**config.mk**
```make
export PLATFORM = sky130hd
export DESIGN_NAME = lsu_periph_io_flat
export DESIGN_NICKNAME = d
export VERILOG_FILES = /design/src/rtl/lsu_pkg.sv /design/src/rtl/lsu_periph_io_if.sv /design/src/rtl/lsu_periph_io_sw_input_sync.sv /design/src/rtl/lsu_periph_io.sv /design/src/flat_wrapper.sv
export SDC_FILE = /design/constraint.sdc
export NUM_CORES = 1
export LEC_CHECK = 0
export CAP_MARGIN = 0
export CORE_UTILIZATION = 54
export CTS_BUF_LIST = sky130_fd_sc_hd__clkbuf_16
export DETAILED_ROUTE_END_ITERATION = 7
export PLACE_DENSITY = 0.95
export SLEW_MARGIN = 20
export SYNTH_ARGS = -nofsm -noshare
export SYNTH_HDL_FRONTEND = slang
export SYNTH_SLANG_ARGS = --single-unit
```
**constraint.sdc**
```tcl
create_clock -name i_clk -period 4.9 [get_ports i_clk]
set_clock_uncertainty 0.15 [all_clocks]
set_input_delay 0.735 -clock i_clk [delete_from_list [all_inputs] [get_ports i_clk]]
set_output_delay 0.735 -clock i_clk [all_outputs]
set_load 0.005 [all_outputs]
```
**src/rtl/lsu_pkg.sv**
```systemverilog
// Shared types and constants for the LSU peripheral I/O slice.
// Access-size encoding, HEX reset pattern, base addresses and lane helpers.
package lsu_pkg;

  typedef enum logic [1:0] {
    SIZE_B   = 2'b00,
    SIZE_H   = 2'b01,
    SIZE_W   = 2'b10,
    SIZE_RSV = 2'b11
  } size_e;

  localparam logic [31:0] HEX_RESET = 32'h7F7F_7F7F;

  localparam logic [31:0] LEDR_BASE  = 32'h1000_0000;
  localparam logic [31:0] LEDG_BASE  = 32'h1000_1000;
  localparam logic [31:0] HEX30_BASE = 32'h1000_2000;
  localparam logic [31:0] HEX74_BASE = 32'h1000_3000;
  localparam logic [31:0] LCD_BASE   = 32'h1000_4000;
  localparam logic [31:0] SW_BASE    = 32'h1001_0000;

  localparam int NUM_OUT_REGS = 5;
  localparam int REG_LEDR     = 0;
  localparam int REG_LEDG     = 1;
  localparam int REG_HEX30    = 2;
  localparam int REG_HEX74    = 3;
  localparam int REG_LCD      = 4;

  function automatic logic access_legal(input size_e size, input logic [1:0] off);
    logic ok;
    ok = 1'b0;
    case (size)
      SIZE_B:  ok = 1'b1;
      SIZE_H:  ok = ~off[0];
      SIZE_W:  ok = (off == 2'b00);
      default: ok = 1'b0;
    endcase
    return ok;
  endfunction

  function automatic logic [3:0] lane_mask(input size_e size, input logic [1:0] off);
    logic [3:0] m;
    m = 4'b0000;
    case (size)
      SIZE_B:  m = 4'b0001 << off;
      SIZE_H:  m = 4'b0011 << off;
      SIZE_W:  m = 4'b1111;
      default: m = 4'b0000;
    endcase
    return m;
  endfunction

endpackage

```
**src/rtl/lsu_periph_io_if.sv**
```systemverilog
// LSU-side bus between the address decoder/EX-MEM stage and the peripheral register file.
interface lsu_periph_io_if;
  logic [31:0] i_addr;
  logic        i_st_en;
  logic        i_ld_en;
  logic [1:0]  i_size;
  logic        i_unsigned;
  logic [31:0] i_st_data;
  logic        i_addr_is_ledr;
  logic        i_addr_is_ledg;
  logic        i_addr_is_hex30;
  logic        i_addr_is_hex74;
  logic        i_addr_is_lcd;
  logic        i_addr_is_sw;
  logic [31:0] o_ld_data;
  logic        o_ld_valid;
  logic        o_access_err;

  modport master (
    output i_addr, i_st_en, i_ld_en, i_size, i_unsigned, i_st_data,
    output i_addr_is_ledr, i_addr_is_ledg, i_addr_is_hex30,
    output i_addr_is_hex74, i_addr_is_lcd, i_addr_is_sw,
    input  o_ld_data, o_ld_valid, o_access_err
  );

  modport slave (
    input  i_addr, i_st_en, i_ld_en, i_size, i_unsigned, i_st_data,
    input  i_addr_is_ledr, i_addr_is_ledg, i_addr_is_hex30,
    input  i_addr_is_hex74, i_addr_is_lcd, i_addr_is_sw,
    output o_ld_data, o_ld_valid, o_access_err
  );
endinterface

```
**src/rtl/lsu_periph_io_sw_input_sync.sv**
```systemverilog
// Switch input path: 2-flop synchroniser followed by a commit stage.
// Define SW_DEBOUNCE_EN to commit only after DEBOUNCE_CYCLES stable cycles.
module sw_input_sync #(
  parameter int DEBOUNCE_CYCLES = 16
) (
  input  logic        i_clk,
  input  logic        i_rst_n,
  input  logic [31:0] i_io_sw,
  output logic [31:0] o_sw_committed
);

  logic [31:0] r_sync1;
  logic [31:0] r_sync2;
  logic [31:0] r_committed;

  always_ff @(posedge i_clk) begin
    if (!i_rst_n) begin
      r_sync1 <= '0;
      r_sync2 <= '0;
    end else begin
      r_sync1 <= i_io_sw;
      r_sync2 <= r_sync1;
    end
  end

`ifdef SW_DEBOUNCE_EN
  localparam int CW = $clog2(DEBOUNCE_CYCLES + 1);
  localparam logic [CW-1:0] CNT_MAX = CW'(DEBOUNCE_CYCLES);

  logic [31:0]   r_cand;
  logic [CW-1:0] r_cnt;

  // Any differing bit restarts the shared window; commit lands on the edge the count reaches max.
  always_ff @(posedge i_clk) begin
    if (!i_rst_n) begin
      r_cand      <= '0;
      r_cnt       <= '0;
      r_committed <= '0;
    end else if (r_sync2 != r_cand) begin
      r_cand <= r_sync2;
      r_cnt  <= '0;
    end else begin
      if (r_cnt != CNT_MAX) begin
        r_cnt <= r_cnt + 1'b1;
      end
      if (r_cnt >= CNT_MAX - 1'b1) begin
        r_committed <= r_cand;
      end
    end
  end
`else
  localparam int unused_debounce_cycles = DEBOUNCE_CYCLES;

  always_ff @(posedge i_clk) begin
    if (!i_rst_n) begin
      r_committed <= '0;
    end else begin
      r_committed <= r_sync2;
    end
  end
`endif

  assign o_sw_committed = r_committed;

endmodule

```
**src/rtl/lsu_periph_io.sv**
```systemverilog
// Memory-mapped peripheral register file on the LSU I/O side: lane stores, registered loads.
// Optional switch debounce enabled by defining SW_DEBOUNCE_EN.
module lsu_periph_io
  import lsu_pkg::*;
#(
  parameter int DEBOUNCE_CYCLES = 16
) (
  input  logic                  i_clk,
  input  logic                  i_rst_n,
  lsu_periph_io_if.slave        bus,
  input  logic [31:0]           i_io_sw,
  output logic [31:0]           o_io_ledr,
  output logic [31:0]           o_io_ledg,
  output logic [31:0]           o_io_lcd,
  output logic [6:0]            o_io_hex0,
  output logic [6:0]            o_io_hex1,
  output logic [6:0]            o_io_hex2,
  output logic [6:0]            o_io_hex3,
  output logic [6:0]            o_io_hex4,
  output logic [6:0]            o_io_hex5,
  output logic [6:0]            o_io_hex6,
  output logic [6:0]            o_io_hex7
);

  logic [1:0]  w_off;
  size_e       w_size;
  logic        w_legal;
  logic [3:0]  w_lane_mask;
  logic [31:0] w_st_wdata;
  logic        w_st_fire;
  logic        w_ld_fire;
  logic [NUM_OUT_REGS-1:0] w_reg_sel;
  logic [31:0] w_out_regs [NUM_OUT_REGS];
  logic [31:0] w_sw_committed;
  logic [31:0] w_ld_src;
  logic [31:0] w_ld_shift;
  logic [31:0] w_ld_ext;
  logic        w_unused_addr_bits;

  logic [31:0] r_ld_data;
  logic        r_ld_valid;
  logic        r_access_err;

  assign w_off              = bus.i_addr[1:0];
  assign w_unused_addr_bits = ^bus.i_addr[31:2];
  assign w_size             = size_e'(bus.i_size);
  assign w_legal            = access_legal(w_size, w_off);
  assign w_lane_mask        = lane_mask(w_size, w_off);
  assign w_st_fire          = bus.i_st_en & w_legal;
  assign w_ld_fire          = bus.i_ld_en & ~bus.i_st_en;

  assign w_reg_sel[REG_LEDR]  = bus.i_addr_is_ledr;
  assign w_reg_sel[REG_LEDG]  = bus.i_addr_is_ledg;
  assign w_reg_sel[REG_HEX30] = bus.i_addr_is_hex30;
  assign w_reg_sel[REG_HEX74] = bus.i_addr_is_hex74;
  assign w_reg_sel[REG_LCD]   = bus.i_addr_is_lcd;

  // Replicate right-aligned store data across lanes so the lane mask alone selects the target bytes.
  always_comb begin
    w_st_wdata = bus.i_st_data;
    case (w_size)
      SIZE_B:  w_st_wdata = {4{bus.i_st_data[7:0]}};
      SIZE_H:  w_st_wdata = {2{bus.i_st_data[15:0]}};
      default: w_st_wdata = bus.i_st_data;
    endcase
  end

  for (genvar gi = 0; gi < NUM_OUT_REGS; gi++) begin : g_out_reg
    localparam logic [31:0] RST_VAL =
      ((gi == REG_HEX30) || (gi == REG_HEX74)) ? HEX_RESET : 32'h0;
    logic [31:0] r_val;

    always_ff @(posedge i_clk) begin
      if (!i_rst_n) begin
        r_val <= RST_VAL;
      end else if (w_st_fire && w_reg_sel[gi]) begin
        for (int b = 0; b < 4; b++) begin
          if (w_lane_mask[b]) begin
            r_val[b*8 +: 8] <= w_st_wdata[b*8 +: 8];
          end
        end
      end
    end

    assign w_out_regs[gi] = r_val;
  end

  sw_input_sync #(
    .DEBOUNCE_CYCLES (DEBOUNCE_CYCLES)
  ) u_sw_input_sync (
    .i_clk          (i_clk),
    .i_rst_n        (i_rst_n),
    .i_io_sw        (i_io_sw),
    .o_sw_committed (w_sw_committed)
  );

  always_comb begin
    w_ld_src = '0;
    if (bus.i_addr_is_ledr)       w_ld_src = w_out_regs[REG_LEDR];
    else if (bus.i_addr_is_ledg)  w_ld_src = w_out_regs[REG_LEDG];
    else if (bus.i_addr_is_hex30) w_ld_src = w_out_regs[REG_HEX30];
    else if (bus.i_addr_is_hex74) w_ld_src = w_out_regs[REG_HEX74];
    else if (bus.i_addr_is_lcd)   w_ld_src = w_out_regs[REG_LCD];
    else if (bus.i_addr_is_sw)    w_ld_src = w_sw_committed;
  end

  assign w_ld_shift = w_ld_src >> {w_off, 3'b000};

  always_comb begin
    w_ld_ext = '0;
    case (w_size)
      SIZE_B:  w_ld_ext = bus.i_unsigned ? {24'h0, w_ld_shift[7:0]}
                                         : {{24{w_ld_shift[7]}}, w_ld_shift[7:0]};
      SIZE_H:  w_ld_ext = bus.i_unsigned ? {16'h0, w_ld_shift[15:0]}
                                         : {{16{w_ld_shift[15]}}, w_ld_shift[15:0]};
      SIZE_W:  w_ld_ext = w_ld_shift;
      default: w_ld_ext = '0;
    endcase
  end

  // A load issued together with a store is dropped; ld_data holds its previous value.
  always_ff @(posedge i_clk) begin
    if (!i_rst_n) begin
      r_ld_data    <= '0;
      r_ld_valid   <= 1'b0;
      r_access_err <= 1'b0;
    end else begin
      r_ld_valid   <= w_ld_fire;
      r_access_err <= (bus.i_st_en | bus.i_ld_en) & ~w_legal;
      if (w_ld_fire) begin
        r_ld_data <= w_legal ? w_ld_ext : 32'h0;
      end
    end
  end

  assign bus.o_ld_data    = r_ld_data;
  assign bus.o_ld_valid   = r_ld_valid;
  assign bus.o_access_err = r_access_err;

  assign o_io_ledr = w_out_regs[REG_LEDR];
  assign o_io_ledg = w_out_regs[REG_LEDG];
  assign o_io_lcd  = w_out_regs[REG_LCD];
  assign o_io_hex0 = w_out_regs[REG_HEX30][6:0];
  assign o_io_hex1 = w_out_regs[REG_HEX30][14:8];
  assign o_io_hex2 = w_out_regs[REG_HEX30][22:16];
  assign o_io_hex3 = w_out_regs[REG_HEX30][30:24];
  assign o_io_hex4 = w_out_regs[REG_HEX74][6:0];
  assign o_io_hex5 = w_out_regs[REG_HEX74][14:8];
  assign o_io_hex6 = w_out_regs[REG_HEX74][22:16];
  assign o_io_hex7 = w_out_regs[REG_HEX74][30:24];

endmodule

```
**src/flat_wrapper.sv**
```systemverilog
// flat-port wrapper written by rule: the top's interface ports become plain ports
module lsu_periph_io_flat import lsu_pkg::*;
#(
  parameter int DEBOUNCE_CYCLES = 16
)
  (i_clk, i_rst_n, i_io_sw, o_io_ledr, o_io_ledg, o_io_lcd, o_io_hex0, o_io_hex1, o_io_hex2, o_io_hex3, o_io_hex4, o_io_hex5, o_io_hex6, o_io_hex7, bus_i_addr, bus_i_st_en, bus_i_ld_en, bus_i_size, bus_i_unsigned, bus_i_st_data, bus_i_addr_is_ledr, bus_i_addr_is_ledg, bus_i_addr_is_hex30, bus_i_addr_is_hex74, bus_i_addr_is_lcd, bus_i_addr_is_sw, bus_o_ld_data, bus_o_ld_valid, bus_o_access_err);
  lsu_periph_io_if bus_i ();
  input  logic i_clk;
  input  logic i_rst_n;
  input  logic [31:0] i_io_sw;
  output logic [31:0] o_io_ledr;
  output logic [31:0] o_io_ledg;
  output logic [31:0] o_io_lcd;
  output logic [6:0] o_io_hex0;
  output logic [6:0] o_io_hex1;
  output logic [6:0] o_io_hex2;
  output logic [6:0] o_io_hex3;
  output logic [6:0] o_io_hex4;
  output logic [6:0] o_io_hex5;
  output logic [6:0] o_io_hex6;
  output logic [6:0] o_io_hex7;
  input wire logic [$bits(bus_i.i_addr)-1:0] bus_i_addr;
  input wire logic [$bits(bus_i.i_st_en)-1:0] bus_i_st_en;
  input wire logic [$bits(bus_i.i_ld_en)-1:0] bus_i_ld_en;
  input wire logic [$bits(bus_i.i_size)-1:0] bus_i_size;
  input wire logic [$bits(bus_i.i_unsigned)-1:0] bus_i_unsigned;
  input wire logic [$bits(bus_i.i_st_data)-1:0] bus_i_st_data;
  input wire logic [$bits(bus_i.i_addr_is_ledr)-1:0] bus_i_addr_is_ledr;
  input wire logic [$bits(bus_i.i_addr_is_ledg)-1:0] bus_i_addr_is_ledg;
  input wire logic [$bits(bus_i.i_addr_is_hex30)-1:0] bus_i_addr_is_hex30;
  input wire logic [$bits(bus_i.i_addr_is_hex74)-1:0] bus_i_addr_is_hex74;
  input wire logic [$bits(bus_i.i_addr_is_lcd)-1:0] bus_i_addr_is_lcd;
  input wire logic [$bits(bus_i.i_addr_is_sw)-1:0] bus_i_addr_is_sw;
  output wire logic [$bits(bus_i.o_ld_data)-1:0] bus_o_ld_data;
  output wire logic [$bits(bus_i.o_ld_valid)-1:0] bus_o_ld_valid;
  output wire logic [$bits(bus_i.o_access_err)-1:0] bus_o_access_err;
  assign bus_i.i_addr = bus_i_addr;
  assign bus_i.i_st_en = bus_i_st_en;
  assign bus_i.i_ld_en = bus_i_ld_en;
  assign bus_i.i_size = bus_i_size;
  assign bus_i.i_unsigned = bus_i_unsigned;
  assign bus_i.i_st_data = bus_i_st_data;
  assign bus_i.i_addr_is_ledr = bus_i_addr_is_ledr;
  assign bus_i.i_addr_is_ledg = bus_i_addr_is_ledg;
  assign bus_i.i_addr_is_hex30 = bus_i_addr_is_hex30;
  assign bus_i.i_addr_is_hex74 = bus_i_addr_is_hex74;
  assign bus_i.i_addr_is_lcd = bus_i_addr_is_lcd;
  assign bus_i.i_addr_is_sw = bus_i_addr_is_sw;
  assign bus_o_ld_data = bus_i.o_ld_data;
  assign bus_o_ld_valid = bus_i.o_ld_valid;
  assign bus_o_access_err = bus_i.o_access_err;
  lsu_periph_io #(.DEBOUNCE_CYCLES(DEBOUNCE_CYCLES)) u_core (.i_clk(i_clk), .i_rst_n(i_rst_n), .bus(bus_i), .i_io_sw(i_io_sw), .o_io_ledr(o_io_ledr), .o_io_ledg(o_io_ledg), .o_io_lcd(o_io_lcd), .o_io_hex0(o_io_hex0), .o_io_hex1(o_io_hex1), .o_io_hex2(o_io_hex2), .o_io_hex3(o_io_hex3), .o_io_hex4(o_io_hex4), .o_io_hex5(o_io_hex5), .o_io_hex6(o_io_hex6), .o_io_hex7(o_io_hex7));
endmodule
```
==> reports/qor_table.md, run 1 <==
| Quantity | Reported |
|---|---|
| Sequential fraction of the synthesis area | 0.471 |
| Worst EP required | 5.22 ns |
| Number of synthesized register bits | 290 |
| Flop2flop setup slack | 2.53 ns |
| Max-Slew Margin vs Limit | 0.269 |
| Via count of the first global-routing pass | 10668 |
| Hold-fix buffers, CTS | 0 |
| Warnings from Yosys | 0 |
| Placed cell count | 1822 |
| Overall power | 5340 µW |
| RSZ-0062 raised after global routing | no |
| Initial standard-cell utilization of the core | 0.558 |
| Clock H-tree levels | 1 |
| Synthesis-to-finish area growth | 26.3% |
| Max-cap viol count | 0 |
| Kind of end point of the critical path | register |
| Maximum number of pins on one net before global-route repair | 97 |
| Cts bufs inserted | 29 |
| Wire length of the first global-routing pass | 61200 µm |
| Outcome | completed |
| Share of synthesized flip-flops with an asynchronous set or reset | 0 |
| Aggregate global routing overflow | 0 |
| Die W | 153 µm |
| Initial antenna violation count | 2 |
| Combined area of all synthesized cells | 12300 µm² |
| Origin of the critical flop-to-flop path | u_core.o_io_ledg[23]$_SDFFE_PN0P_ |
| Drc violations | 0 |
| Start point of the critical path | bus_i_addr[0] |
| Final routed wirelength across all metal layers | 40000 µm |
| Total power per unit cell area | 343 nW/µm² |
| WP data arrival | 3.66 ns |
| Insertion delay to the later sink of the worst-skew pair | 0.57 ns |
| Worst setup path endpoint | u_core.bus.o_ld_data[3]$_SDFFE_PN0P_ |
| Mean number of vias per cell | 6.06 |
| Post-synth EDFFs | 0 |
| Post-layout instance area | 15600 µm² |
| Hold violation total from the final report | 0 |
| Most used DFF post-synth | dfxtp_1 |
| Post-CTS setup buffer count | 0 |
| CTS clock-pin slew for the worst setup and hold paths | 0.07 ns |
| Gr busiest metal | met2 |
| Met1 usage in global routing | 0.430 |
| Transition time at the pin with the least slew margin | 1.10 ns |
| Antenna-violating nets left | 0 |
| Drt first pass iters | 6 |
| TritonCTS clock tree | built |
| GR met3 Demand/Resource | 0.0771 |
| Number of max-slew violations in the final report | 0 |
| Post-route setup TNS | 0 ns |
| Final HPWL DP | 28400 µm |
| Dpl ws | 1.15 ns |
| Overall routing resource usage | 0.334 |
| Cell taking the most area after synthesis | dfxtp_1 |
| Met2 layer usage reported by global route | 0.524 |
| FF-to-FF path depth | 6 |
| Min-delay worst type | reg -> reg |
| Drt initial violations | 1353 |
| Cell area reported after detailed placement | 14600 µm² |
| Number of distinct library cell variants in the gate-level netlist after synthesis | 53 |
| Number of primary I/O pins | 295 |
| Fraction of synthesized cell area taken by the top area cell type | 0.471 |
| Core region area | 22100 µm² |
| Post-Synthesis Cells | 1423 |
| RD Place Congestion | 0.937 |
| Longest Clk Path Bufs | 3 |
| Critical R2R Capture | u_core.bus.o_ld_data[14]$_SDFFE_PN0P_ |
| Final cell count without fillers | 1877 |
| Max frequency | 300 MHz |
| Via count | 11384 |
| CP Max Fanout | 16 |
| Most area-consuming cells after synthesis | dfxtp_1 (47%), nand2_1 (5.7%), and2_1 (5.6%) |
| Placement row count | 54 |
| Chip Height | 153 µm |
| Count leader, synth | dfxtp_1 |
| Avg WL per Cell | 21.3 µm |
| Leakage power of the design | 0.00621 µW |
| Peak supply drop | 0.292 mV |
| CTS resizes | 0 |
| Count of buffers inserted at the top-level ports | 264 |
| Num Clock Sinks | 290 |
| Final setup violating endpoints | 0 |
| Final period util | 0.680 |
| Startpoint type of the worst setup path | primary input |
| Startpoint-to-endpoint class of the critical path | in -> reg |
| Layout net count | 1682 |
| Fin crit period | 3.33 ns |
| Die ar. | 23400 µm² |
| Commonest cells post-synth | dfxtp_1 (290), nand2_1 (186), and2_1 (110) |
| Share of final-layout standard cells stronger than drive strength 1 | 0.0576 |
| Clk Tree Root Cell | clkbuf_16 |
| Post-Synthesis Mean Instance Area | 8.66 µm² |
| Syn_nets | 1532 |
| Fin worst setup slack | 1.57 ns |
metal layers:
layer  up-vias  wire length, µm
met2       759            18000
met5         -               13
li1       5200                -
met3       145             4680
met4         2             2050
met1      5278            15300
layout make-up:
class / count / area (µm²)
timing repair buffer: 291 / 2820
multi-input combinational: 933 / 5500
tap: 280 / 350
sequential: 290 / 5810
antenna: 1 / 2.50
inverter: 28 / 105
clock inverter: 25 / 259
fill: 1638 / 6530
clock buffer: 29 / 726
worst min path at each step:
| stage | startpoint | to | cells past startpoint |
|---|---|---|---|
| after floorplan | u_core.u_sw_input_sync.r_sync1[9]$_SDFF_PN0_ | u_core.u_sw_input_sync.r_sync2[9]$_SDFF_PN0_ | 1 |
| after detailed placement | u_core.u_sw_input_sync.r_sync2[23]$_SDFF_PN0_ | u_core.u_sw_input_sync.o_sw_committed[23]$_SDFF_PN0_ | 1 |
| final | u_core.u_sw_input_sync.r_sync2[16]$_SDFF_PN0_ | u_core.u_sw_input_sync.o_sw_committed[16]$_SDFF_PN0_ | 1 |
| after CTS | u_core.u_sw_input_sync.r_sync2[25]$_SDFF_PN0_ | u_core.u_sw_input_sync.o_sw_committed[25]$_SDFF_PN0_ | 1 |
| after global placement | u_core.u_sw_input_sync.r_sync1[3]$_SDFF_PN0_ | u_core.u_sw_input_sync.r_sync2[3]$_SDFF_PN0_ | 1 |
| after global routing | u_core.u_sw_input_sync.r_sync1[24]$_SDFF_PN0_ | u_core.u_sw_input_sync.r_sync2[24]$_SDFF_PN0_ | 1 |
per-stage QoR:
step | util | hold slack [ns]
CTS | 0.704 | 0.280
global route | 0.705 | 0.285
detailed placement | 0.660 | 0.267
floorplan | - | 0.256
finish | 0.705 | 0.278
global placement | 0.660 | 0.263
logic make-up (layout without fill, tap and decap cells):
logic type	after synthesis	in the layout	synth area share
buffers and inverters	200	373	0.0830
DFF	290	290	0.471
other	0	1	0
muxes	57	57	0.0463
xor gates and xnor gates	1	1	0.000711
AOI/OAI and AO/OA	346	346	0.189
and+or+nand+nor	529	529	0.210
state kept, by name, summed over array words and instances (netlist names):
signal / cells
u_core.bus.o_access_err: 1
u_core.bus.o_ld_data: 32
u_core.bus.o_ld_valid: 1
u_core.g_out.r_val: 64
u_core.o_io_lcd: 32
u_core.o_io_ledg: 32
u_core.o_io_ledr: 32
u_core.u_sw_input_sync.o_sw_committed: 32
u_core.u_sw_input_sync.r_sync1: 32
u_core.u_sw_input_sync.r_sync2: 32
layout by cell type (no fill, tap or decap), drive strengths merged, types with 19 or more instances in the layout:
| cell type | netlist | layout |
|---|---|---|
| clkdlybuf4s50 | 0 | 259 |
| a211oi | 56 | 56 |
| a21oi | 93 | 93 |
| nand3 | 73 | 73 |
| nor2 | 90 | 90 |
| dfxtp | 290 | 290 |
| mux2i | 57 | 57 |
| clkbuf | 77 | 29 |
| o21ai | 57 | 57 |
| nand2 | 187 | 187 |
| and2 | 111 | 111 |
| nor2b | 19 | 19 |
| o211ai | 47 | 47 |
| buf | 95 | 32 |
| inv | 26 | 31 |
worst max-delay path: stages:
cell and delay, ns:
clkdlybuf4s50_1 0.76, or3_4 0.56, a21oi_4 0.44, nand3_1 0.33
a211oi_1 0.64, a21oi_1 0.09, o221ai_1 0.11
report_power, final:
| part | internal, µW | switching [µW] |
|---|---|---|
| Sequential | 2430 | 47.3 |
| Clock | 1300 | 969 |
| Combinational | 245 | 343 |
No activity file was read; power rests on OpenSTA's default activity.
==> run 2, diff against run 1 <==
CORE_UTILIZATION = 50   (was 54)
PLACE_DENSITY = 0.9   (was 0.95)
clock period = 3.2 ns   (was 4.9 ns; I/O delays follow)
==> run 2 against run 1 <==
Clock-buffer cell count unchanged; global-route usage fell by 1.8 points; setup slack lost 1.1 ns; register-to-register slack worse by 1.4 ns; die area rose by 7.9%; critical path depth is 1 higher; cell count up 4.4%; clock power rose by 49%; critical path type unchanged; largest power group unchanged.
==> reports/qor_table.md, run 2 (same netlist as run 1, synthesis figures left out) <==
| Quantity | Reported |
|---|---|
| WP data arrival | 3.03 ns |
| Top library cells by usage in the layout, fill and taps aside | dfxtp_1 (290), clkdlybuf4s50_1 (259), nand2_1 (186), and2_1 (110) |
| Avg WL per Cell | 20.9 µm |
| Drc violations | 0 |
| Switching part of the total | 0.249 |
| Number of primary I/O pins | 295 |
| Max frequency | 370 MHz |
| Post-route setup TNS | 0 ns |
| Final period util | 0.845 |
| Leakage power of the design | 0.00642 µW |
| Start point of the critical path | bus_i_addr_is_sw |
| Layout net count | 1724 |
| RSZ-0062 raised after global routing | no |
| Highest-delay cell along the critical path | a31oi_1 |
| Mean number of vias per cell | 5.89 |
| Leading cell type in the layout, fill and taps excluded | dfxtp_1 |
| Clk Tree Root Cell | clkbuf_16 |
| Antenna-violating nets left | 0 |
| Outcome | completed |
| Via count of the first global-routing pass | 10654 |
| Switching power | 2020 µW |
| Clock H-tree levels | 1 |
| Flip-flop count of the largest register, all copies and words added | 64 |
| Sequential cell area | 5810 µm² |
| Number of max-slew violations in the final report | 0 |
| Min-delay worst type | in -> reg |
| Fraction of power consumed by combinational cells | 0.117 |
| Startpoint type of the worst setup path | primary input |
| CTS resizes | 0 |
| Drt first pass iters | 7 |
| Placed cell count | 1908 |
| Total power per unit cell area | 508 nW/µm² |
| Critical path depth in cells | 8 |
| Overall routing resource usage | 0.316 |
| Aggregate global routing overflow | 0 |
| Kind of cell adding the most delay to the critical path | compound AO/OA/AOI/OAI gates |
| Final setup violating endpoints | 0 |
| Critical R2R Capture | u_core.bus.o_ld_data[19]$_SDFFE_PN0P_ |
| Maximum single-stage delay on the critical path | 0.68 ns |
| Count of antenna diodes in the layout | 0 |
| Kind of end point of the critical path | register |
| Final HPWL DP | 29800 µm |
| Maximum number of pins on one net before global-route repair | 68 |
| Register with the most flip-flops | u_core.g_out.r_val |
| Cells along the critical path | clkdlybuf4s50_1, nor2b_1, buf_4, a221o_1, o211ai_1, a31oi_1, a21oi_1, o221ai_1 |
| Die W | 159 µm |
| Internal power component | 6100 µW |
| Worst EP required | 3.53 ns |
| Num Clock Sinks | 290 |
| TritonCTS clock tree | built |
| Chip Height | 159 µm |
| Startpoint-to-endpoint class of the critical path | in -> reg |
| RD Place Congestion | 0.976 |
| Post-CTS setup buffer count | 0 |
| CTS clock-pin slew for the worst setup and hold paths | 0.07 ns |
| Transition time at the pin with the least slew margin | 0.803 ns |
| Core region area | 24200 µm² |
| Final routed wirelength across all metal layers | 41000 µm |
| Hold violation total from the final report | 0 |
| Origin of the critical flop-to-flop path | u_core.g_out_reg[2].r_val[23]$_SDFFE_PN0P_ |
| Longest Clk Path Bufs | 3 |
| Worst setup path endpoint | u_core.bus.o_ld_data[0]$_SDFFE_PN0P_ |
| FF-to-FF path depth | 7 |
| Drt initial violations | 1463 |
| Fin crit period | 2.70 ns |
| Hold-fix buffers, CTS | 0 |
| Initial antenna violation count | 0 |
| Max-Slew Margin vs Limit | 0.462 |
| CP Max Fanout | 13 |
| Part of the power in registers | 0.468 |
| Via count | 11540 |
| Multi-input logic area | 5500 µm² |
| Peak supply drop | 0.425 mV |
| Worst Min Path Start | i_rst_n |
| Wire length of the first global-routing pass | 62400 µm |
| Dpl ws | 0.0275 ns |
| Final cell count without fillers | 1959 |
| Max-cap viol count | 0 |
| Initial standard-cell utilization of the core | 0.508 |
| Fin worst setup slack | 0.497 ns |
| Die ar. | 25300 µm² |
| Insertion delay to the later sink of the worst-skew pair | 0.55 ns |
| Count of buffers inserted at the top-level ports | 264 |
| Flop2flop setup slack | 1.09 ns |
| Share of final-layout standard cells stronger than drive strength 1 | 0.0795 |
| Critical path buffer and inverter count | 2 |
| Cts bufs inserted | 29 |
| Synthesis-to-finish area growth | 29.6% |
| Part of the power in the clock network | 0.416 |
| Placement row count | 57 |
| Fill cell total of the finished layout | 1995 |
run 2: how the worst min path moves through the flow:
stage,slack (ns),cells past startpoint,to
2_1_floorplan,0.26,1,u_core.u_sw_input_sync.r_sync2[9]$_SDFF_PN0_
6_report,0.15,3,u_core.bus.o_ld_data[30]$_SDFFE_PN0P_
3_5_place_dp,0.27,1,u_core.u_sw_input_sync.r_sync2[0]$_SDFF_PN0_
3_3_place_gp,0.26,1,u_core.u_sw_input_sync.r_sync2[5]$_SDFF_PN0_
4_1_cts,0.14,3,u_core.bus.o_ld_data[24]$_SDFFE_PN0P_
5_1_grt,0.16,3,u_core.bus.o_ld_data[30]$_SDFFE_PN0P_
run 2: tightest hold or removal path: stages:
cell and delay (ns):
buf_4 0.19, o21ai_0 0.10, a21oi_1 0.04
run 2: layout make-up:
class,count,share of cell area
Tap cell,324,0.0254
Clock inverter,22,0.0130
Sequential cell,290,0.364
Inverter,28,0.00658
Clock buffer,29,0.0454
Multi-Input combinational cell,933,0.344
Timing Repair Buffer,333,0.202
run 2: routing by layer:
layer / vias to the layer above / part of all wire / track usage
li1: 5295 / - / -
met1: 5389 / 0.40 / 0.428
met2: 734 / 0.44 / 0.490
met3: 122 / 0.11 / 0.0628
met4: 0 / 0.045 / 0.139
met5: - / 0 / 0
run 2: power groups by stage:
stage / combinational (µW) / sequential, µW / clock (µW)
floorplan: 500 / 3850 / 0
global placement: 905 / 3870 / 0
detailed placement: 924 / 3870 / 0
CTS: 930 / 3790 / 3400
global route: 1010 / 3800 / 3550
finish: 948 / 3800 / 3380
run 2: per-stage QoR:
step	utilization	power, µW	cell area (µm²)	hold WS (ns)
after detailed placement	0.620	4800	15000	0.267
after global placement	0.620	4780	15000	0.264
final	0.659	8120	16000	0.154
after CTS	0.659	8120	16000	0.137
after global routing	0.659	8360	16000	0.160
after floorplan	-	4350	12300	0.256
